**config.mk**
```make
export PLATFORM = sky130hd
export DESIGN_NAME = multicycle_ctrl_fsm
export DESIGN_NICKNAME = d
export VERILOG_FILES = /design/src/rtl/multicycle_ctrl_fsm.sv
export SDC_FILE = /design/constraint.sdc
export NUM_CORES = 1
export LEC_CHECK = 0
export CAP_MARGIN = 20
export CORE_ASPECT_RATIO = 1.75
export CORE_MARGIN = 3
export CORE_UTILIZATION = 45
export CTS_CLUSTER_SIZE = 8
export DETAILED_ROUTE_END_ITERATION = 8
export GPL_TIMING_DRIVEN = 0
export PLACE_DENSITY = 0.76
export SYNTH_ARGS = -nofsm -noshare
export SYNTH_HDL_FRONTEND = slang
export SYNTH_SLANG_ARGS = --single-unit
```
**constraint.sdc**
```tcl
create_clock -name clk -period 2.35 [get_ports clk]
set_input_delay 0.47 -clock clk [delete_from_list [all_inputs] [get_ports clk]]
set_output_delay 0.47 -clock clk [all_outputs]
set_load 0.02 [all_outputs]
```
**src/rtl/multicycle_ctrl_fsm.sv**
```systemverilog
// multicycle_ctrl_fsm: handshake-driven multicycle control FSM with folded PC-select, retire counter and memory timeout
module multicycle_ctrl_fsm #(
   parameter int EX_CYCLES   = 1,
   parameter int MEM_TIMEOUT = 0,
   parameter int CNT_W       = 16
) (
   input  logic             clk,
   input  logic             reset,
   input  logic [3:0]       opcode,
   input  logic [5:0]       func_code,
   input  logic             bcond,
   input  logic             mem_ack,
   output logic [2:0]       state,
   output logic             mem_read,
   output logic             mem_write,
   output logic             i_or_d,
   output logic             ir_write,
   output logic             ab_write,
   output logic             alu_src_a,
   output logic [1:0]       alu_src_b,
   output logic             pc_write,
   output logic [1:0]       pc_source,
   output logic             reg_write,
   output logic             mem_to_reg,
   output logic             wwd,
   output logic             halt,
   output logic             mem_err,
   output logic [CNT_W-1:0] inst_count
);
   localparam int WW = MEM_TIMEOUT > 0 ? $clog2(MEM_TIMEOUT + 1) : 1;
   typedef enum logic [2:0] {S_IF = 3'd0, S_ID = 3'd1, S_EX = 3'd2, S_MEM = 3'd3, S_WB = 3'd4, S_HALT = 3'd5} st_t;
   st_t st, nxt;
   logic [3:0] ex_cnt, op_q, op;
   logic [5:0] fn_q, fn;
   logic [WW-1:0] wait_cnt;
   logic is_r, is_br, is_imm, is_lwd, is_swd, is_jmp, is_jal;
   logic is_hlt, is_wwd, is_jpr, is_jrl, r_ok, illegal, ex_last, to, ack, mem_st;
   assign op      = st == S_ID ? opcode : op_q;
   assign fn      = st == S_ID ? func_code : fn_q;
   assign is_r    = op == 4'd15;
   assign is_br   = op <= 4'd3;
   assign is_imm  = op >= 4'd4 && op <= 4'd8;
   assign is_lwd  = op == 4'd7;
   assign is_swd  = op == 4'd8;
   assign is_jmp  = op == 4'd9;
   assign is_jal  = op == 4'd10;
   assign is_jpr  = is_r && fn == 6'd25;
   assign is_jrl  = is_r && fn == 6'd26;
   assign is_wwd  = is_r && fn == 6'd28;
   assign is_hlt  = is_r && fn == 6'd29;
   assign r_ok    = fn <= 6'd7 || fn == 6'd25 || fn == 6'd26 || fn == 6'd28 || fn == 6'd29;
   assign illegal = (op >= 4'd11 && op <= 4'd14) || (is_r && !r_ok);
   assign ex_last = ex_cnt == 4'(EX_CYCLES - 1);
   assign mem_st  = st == S_IF || st == S_MEM;
   // An expired wait wins over an ack arriving in the same cycle.
   assign to      = MEM_TIMEOUT > 0 && mem_st && wait_cnt == WW'(MEM_TIMEOUT);
   assign ack     = mem_ack && !to;
   assign state   = st;
   always_comb begin
      nxt        = st;
      mem_read   = 1'b0;
      mem_write  = 1'b0;
      i_or_d     = 1'b0;
      ir_write   = 1'b0;
      ab_write   = 1'b0;
      alu_src_a  = 1'b0;
      alu_src_b  = 2'd0;
      pc_write   = 1'b0;
      pc_source  = 2'd0;
      reg_write  = 1'b0;
      mem_to_reg = 1'b0;
      wwd        = 1'b0;
      halt       = 1'b0;
      case (st)
         S_IF: begin
            mem_read = 1'b1;
            ir_write = ack;
            nxt      = to ? S_HALT : ack ? S_ID : S_IF;
         end
         S_ID: begin
            ab_write  = 1'b1;
            pc_write  = is_jmp || illegal;
            pc_source = is_jmp ? 2'd2 : 2'd0;
            nxt       = is_hlt ? S_HALT : (is_jmp || illegal) ? S_IF : S_EX;
         end
         S_EX: begin
            alu_src_a = !is_jal;
            alu_src_b = is_imm ? 2'd2 : is_jal ? 2'd1 : 2'd0;
            if (ex_last) begin
               pc_write  = is_br || is_wwd || is_jpr;
               wwd       = is_wwd;
               pc_source = is_br ? {1'b0, bcond} : is_jpr ? 2'd3 : 2'd0;
               nxt       = (is_br || is_wwd || is_jpr) ? S_IF : (is_lwd || is_swd) ? S_MEM : S_WB;
            end
         end
         S_MEM: begin
            i_or_d    = 1'b1;
            mem_read  = is_lwd;
            mem_write = is_swd;
            pc_write  = is_swd && ack;
            nxt       = to ? S_HALT : !ack ? S_MEM : is_lwd ? S_WB : S_IF;
         end
         S_WB: begin
            reg_write  = 1'b1;
            pc_write   = 1'b1;
            mem_to_reg = is_lwd;
            pc_source  = is_jal ? 2'd2 : is_jrl ? 2'd3 : 2'd0;
            nxt        = S_IF;
         end
         S_HALT: halt = 1'b1;
         default: nxt = S_IF;
      endcase
      if (reset) begin
         mem_read   = 1'b0;
         mem_write  = 1'b0;
         i_or_d     = 1'b0;
         ir_write   = 1'b0;
         ab_write   = 1'b0;
         alu_src_a  = 1'b0;
         alu_src_b  = 2'd0;
         pc_write   = 1'b0;
         pc_source  = 2'd0;
         reg_write  = 1'b0;
         mem_to_reg = 1'b0;
         wwd        = 1'b0;
         halt       = 1'b0;
      end
   end
   always_ff @(posedge clk or posedge reset) begin
      if (reset) begin
         st         <= S_IF;
         ex_cnt     <= 4'd0;
         wait_cnt   <= '0;
         op_q       <= 4'd0;
         fn_q       <= 6'd0;
         inst_count <= '0;
         mem_err    <= 1'b0;
      end else begin
         st <= nxt;
         if (st == S_ID) begin
            op_q <= opcode;
            fn_q <= func_code;
         end
         ex_cnt   <= (st == S_EX && nxt == S_EX) ? ex_cnt + 4'd1 : 4'd0;
         wait_cnt <= (MEM_TIMEOUT > 0 && mem_st && nxt == st && !mem_ack) ? wait_cnt + WW'(1) : '0;
         if (pc_write) inst_count <= inst_count + CNT_W'(1);
         if (to) mem_err <= 1'b1;
      end
   end
endmodule

```
==> flow_summary.ini <==
[power_and_ir_drop]
switching_share_pct = 43.9
clock_power_share_pct = 15.8
leakage_uw = 0.00144
p_int_uw = 2000
peakVddDrop_v = 0.000849
powerDensity_nw_per_um2 = 1030
combPwrFrac_pct = 57.1
p_switching_uw = 1570
power_frac_seq_pct = 27.0

[global_routing]
grt_pass1_wl_mm = 10.9
track_usage_pct = 25.0
first_global_vias = 2274
grt_max_degree = 19
overflow = 0
antenna_found_initial = 0

[sta]
setup_viol = 21
layout_setup_ws_ns = -0.505
slew_headroom_pct = 39.4
period_minus_slack_ns = 2.86
finalHoldViolations = 0
skew_ns = 0.00473
drv_slew = 0
period_share_pct = 121
rsz0062_at_grt = yes
fin_tns_setup_ns = -5.29
fmax_mhz = 350
tightest_slew_ns = 0.904

[worst_setup_path]
timing.rr.start = ex_cnt[0]
critPathMaxStageDelay_ns = 0.51
rr_endpoint = inst_count[9]
start_kind = input port
worstSetupEndpoint = pc_source[1]
endpoint_kind = primary output
startpoint = func_code[3]
critPathKind = in2out
critPathArrivalTime_ns = 2.39
reg2regPathDepth = 11
path_depth = 8
critPathBufInv = 2
path_delay_family = simple AND/OR/NAND/NOR gates
crit_fanout = 4
worstPathRequired_ns = 1.88
cp_cell_sequence = clkdlybuf4s50_1 > nor4bb_4 > nand4_1 > a21oi_2 > nand2_1 > or2_4 > a31oi_4 > buf_6
r2r_setup_slack_ns = -0.33
crit_slowest_cell = clkdlybuf4s50_1

[routing]
dr_total_vias = 2351
drt-met1-wl_mm = 2.70
wl_met2_mm = 4.20
highest_layer = met4
wl_met3_um = 456
ant_nets = 0
drt_wl_total_mm = 7.74
avgRoutedWirePerCell_um = 20.5
dr.pass1.iters = 5
drt_iter0_drc = 131
avgViaCountPerCell = 6.22
drc = 0

[logic_synthesis]
synth_edf_count = 0
netlist.area_leader.share_pct = 38.7
synthTopCellsByCount = dfrtp_1, nand2_1, nor2_1, xnor2_1, a21oi_1
synth.area.top_cells = dfrtp_1, xnor2_1, nand2_1, nor2_1, a21oi_1
synth.yosys.warnings = 0
synth_most_common_cell = dfrtp_1
syn_inst = 242
synth_area_per_cell_sq_um = 8.82
ys_types = 56
synth_area_sq_um = 2130
ys_ff_latch = 33
synth_fp_nets = 259
async_flop_share_pct = 100
yosysSeqAreaShare_pct = 38.7
ys.flop_type = dfrtp_1
yosysTopAreaCell = dfrtp_1

[clock_tree]
clock_latency_ns = 0.29
cts_buffers = 5
htree_levels = 2
postCtsHoldBufs = 0
clockBufferDepth = 2
cts-root-buf = clkbuf_8
cts.sinks = 33
cts_tree = done
path_clk_slew_ns = 0.07

[placed_design]
port_buffers = 44
dp_hpwl_mm = 4.27
pre_cts_slack_ns = -1.11
gp_congestion = 0.898

[outcome]
violations = setup timing
status = finished, violations left

[worst_hold_path]
hp-class = reg2reg
whs_path_depth = 1

[final_layout]
area_growth_pct = 62.6
antenna_cells = 0
layout-drive-gt1-share_pct = 38.8
fin_nets = 343

[die]
die_h_um = 97.1
num_rows = 32
die_w_um = 58.0
fp.dieArea_sq_um = 5640
core_sq_um = 4480
initial_core_util_pct = 47.6
ios = 49

[flow_run]
maxCapViolations = 0
## state kept, by name (all words and copies together), names as in the netlist
name        flops
ex_cnt          4
fn_q            6
inst_count     16
op_q            4
state           3
## power groups by stage
stage,registers [uW],clock network (uW),logic (uW)
after floorplan,913,0,904
after global placement,879,0,1380
after detailed placement,886,0,1380
after CTS,912,567,1720
after global routing,984,597,2150
final,965,566,2040
## worst register-to-register path, stage by stage (launching register included)
cell and delay (ns):
dfrtp_1 0.39, inv_1 0.06, ha_2 0.15, or3b_4 0.42, or2_4 0.26, a211o_4 0.34, buf_6 0.13, buf_6 0.11
a211oi_4 0.25, buf_6 0.17, o2111ai_2 0.11, xnor2_1 0.17
## cells in the final DEF, fill, tap and decap left out, types with 4 or more instances in the layout
cell type         n
nor2_1           14
dlygate4sd2_1     8
clkbuf_1          4
and3_1            7
dfrtp_1          29
buf_6            14
a21oi_2           4
buf_4            34
nand2_1          28
inv_1             6
dfrtp_2           4
xor2_1            4
o211ai_1          6
xnor2_1          16
o21ai_2           4
clkbuf_8          6
nor2_4            5
clkdlybuf4s50_1  22
nand3_1           6
a21oi_1           6
o21ai_0           6
## routing by layer
layer / vias to the layer above / track usage, %
li1: 1042 / -
met1: 1163 / 28.5
met2: 110 / 43.8
met3: 36 / 4.12
met4: 0 / 11.3
met5: - / 0
## cell families (layout without fill, tap and decap cells)
| kind of cell | count (synthesis) | in the layout | share of synthesized area [%] |
|---|---|---|---|
| muxes | 6 | 6 | 3.17 |
| and+or+nand+nor | 108 | 108 | 26.9 |
| adders and majority gates | 3 | 3 | 1.76 |
| buffers and inverters | 21 | 106 | 4.69 |
| AOI/OAI and AO/OA | 50 | 50 | 16.4 |
| xor gates and xnor gates | 20 | 20 | 8.21 |
| DFF | 33 | 33 | 38.7 |
| other | 1 | 1 | 0.176 |
## what timing repair did
item / 4_1_cts / 5_1_grt
endpoints found under the setup margin: 30 / 28
pin swaps: 19 / 18
gates cloned: 3 / 0
setup buffers: 24 / 12
resized for setup: 109 / 40
## how the worst min path moves through the flow
| stage | startpoint | endpoint | slack (ns) |
|---|---|---|---|
| final | inst_count[15] | inst_count[15] | 0.47 |
| after global routing | inst_count[15] | inst_count[15] | 0.48 |
| after CTS | reset | inst_count[2] | 0.43 |
| after detailed placement | inst_count[15] | inst_count[15] | 0.47 |
| after global placement | inst_count[15] | inst_count[15] | 0.46 |
| after floorplan | ex_cnt[0] | ex_cnt[0] | 0.45 |
## cell type report
type	instances	area, sq um
multi-input combinational	188	1620
fill	303	1010
sequential	33	831
timing repair buffer	80	739
clock buffer	7	86.3
tap	51	63.8
buffer	8	57.6
inverter	9	40.0
clock inverter	1	30.0
timing repair inverter	1	5.00
## per-stage QoR
stage	cell area [sq um]	instances	util (%)	hold WS [ns]	total power [uW]
floorplan	2250	242	-	0.449	1820
global placement	2760	337	61.5	0.459	2260
detailed placement	2760	337	61.5	0.470	2270
CTS	3220	370	71.7	0.430	3200
global route	3470	378	77.4	0.484	3730
finish	3470	378	77.4	0.475	3570
No activity file was read; power rests on OpenSTA's default activity.
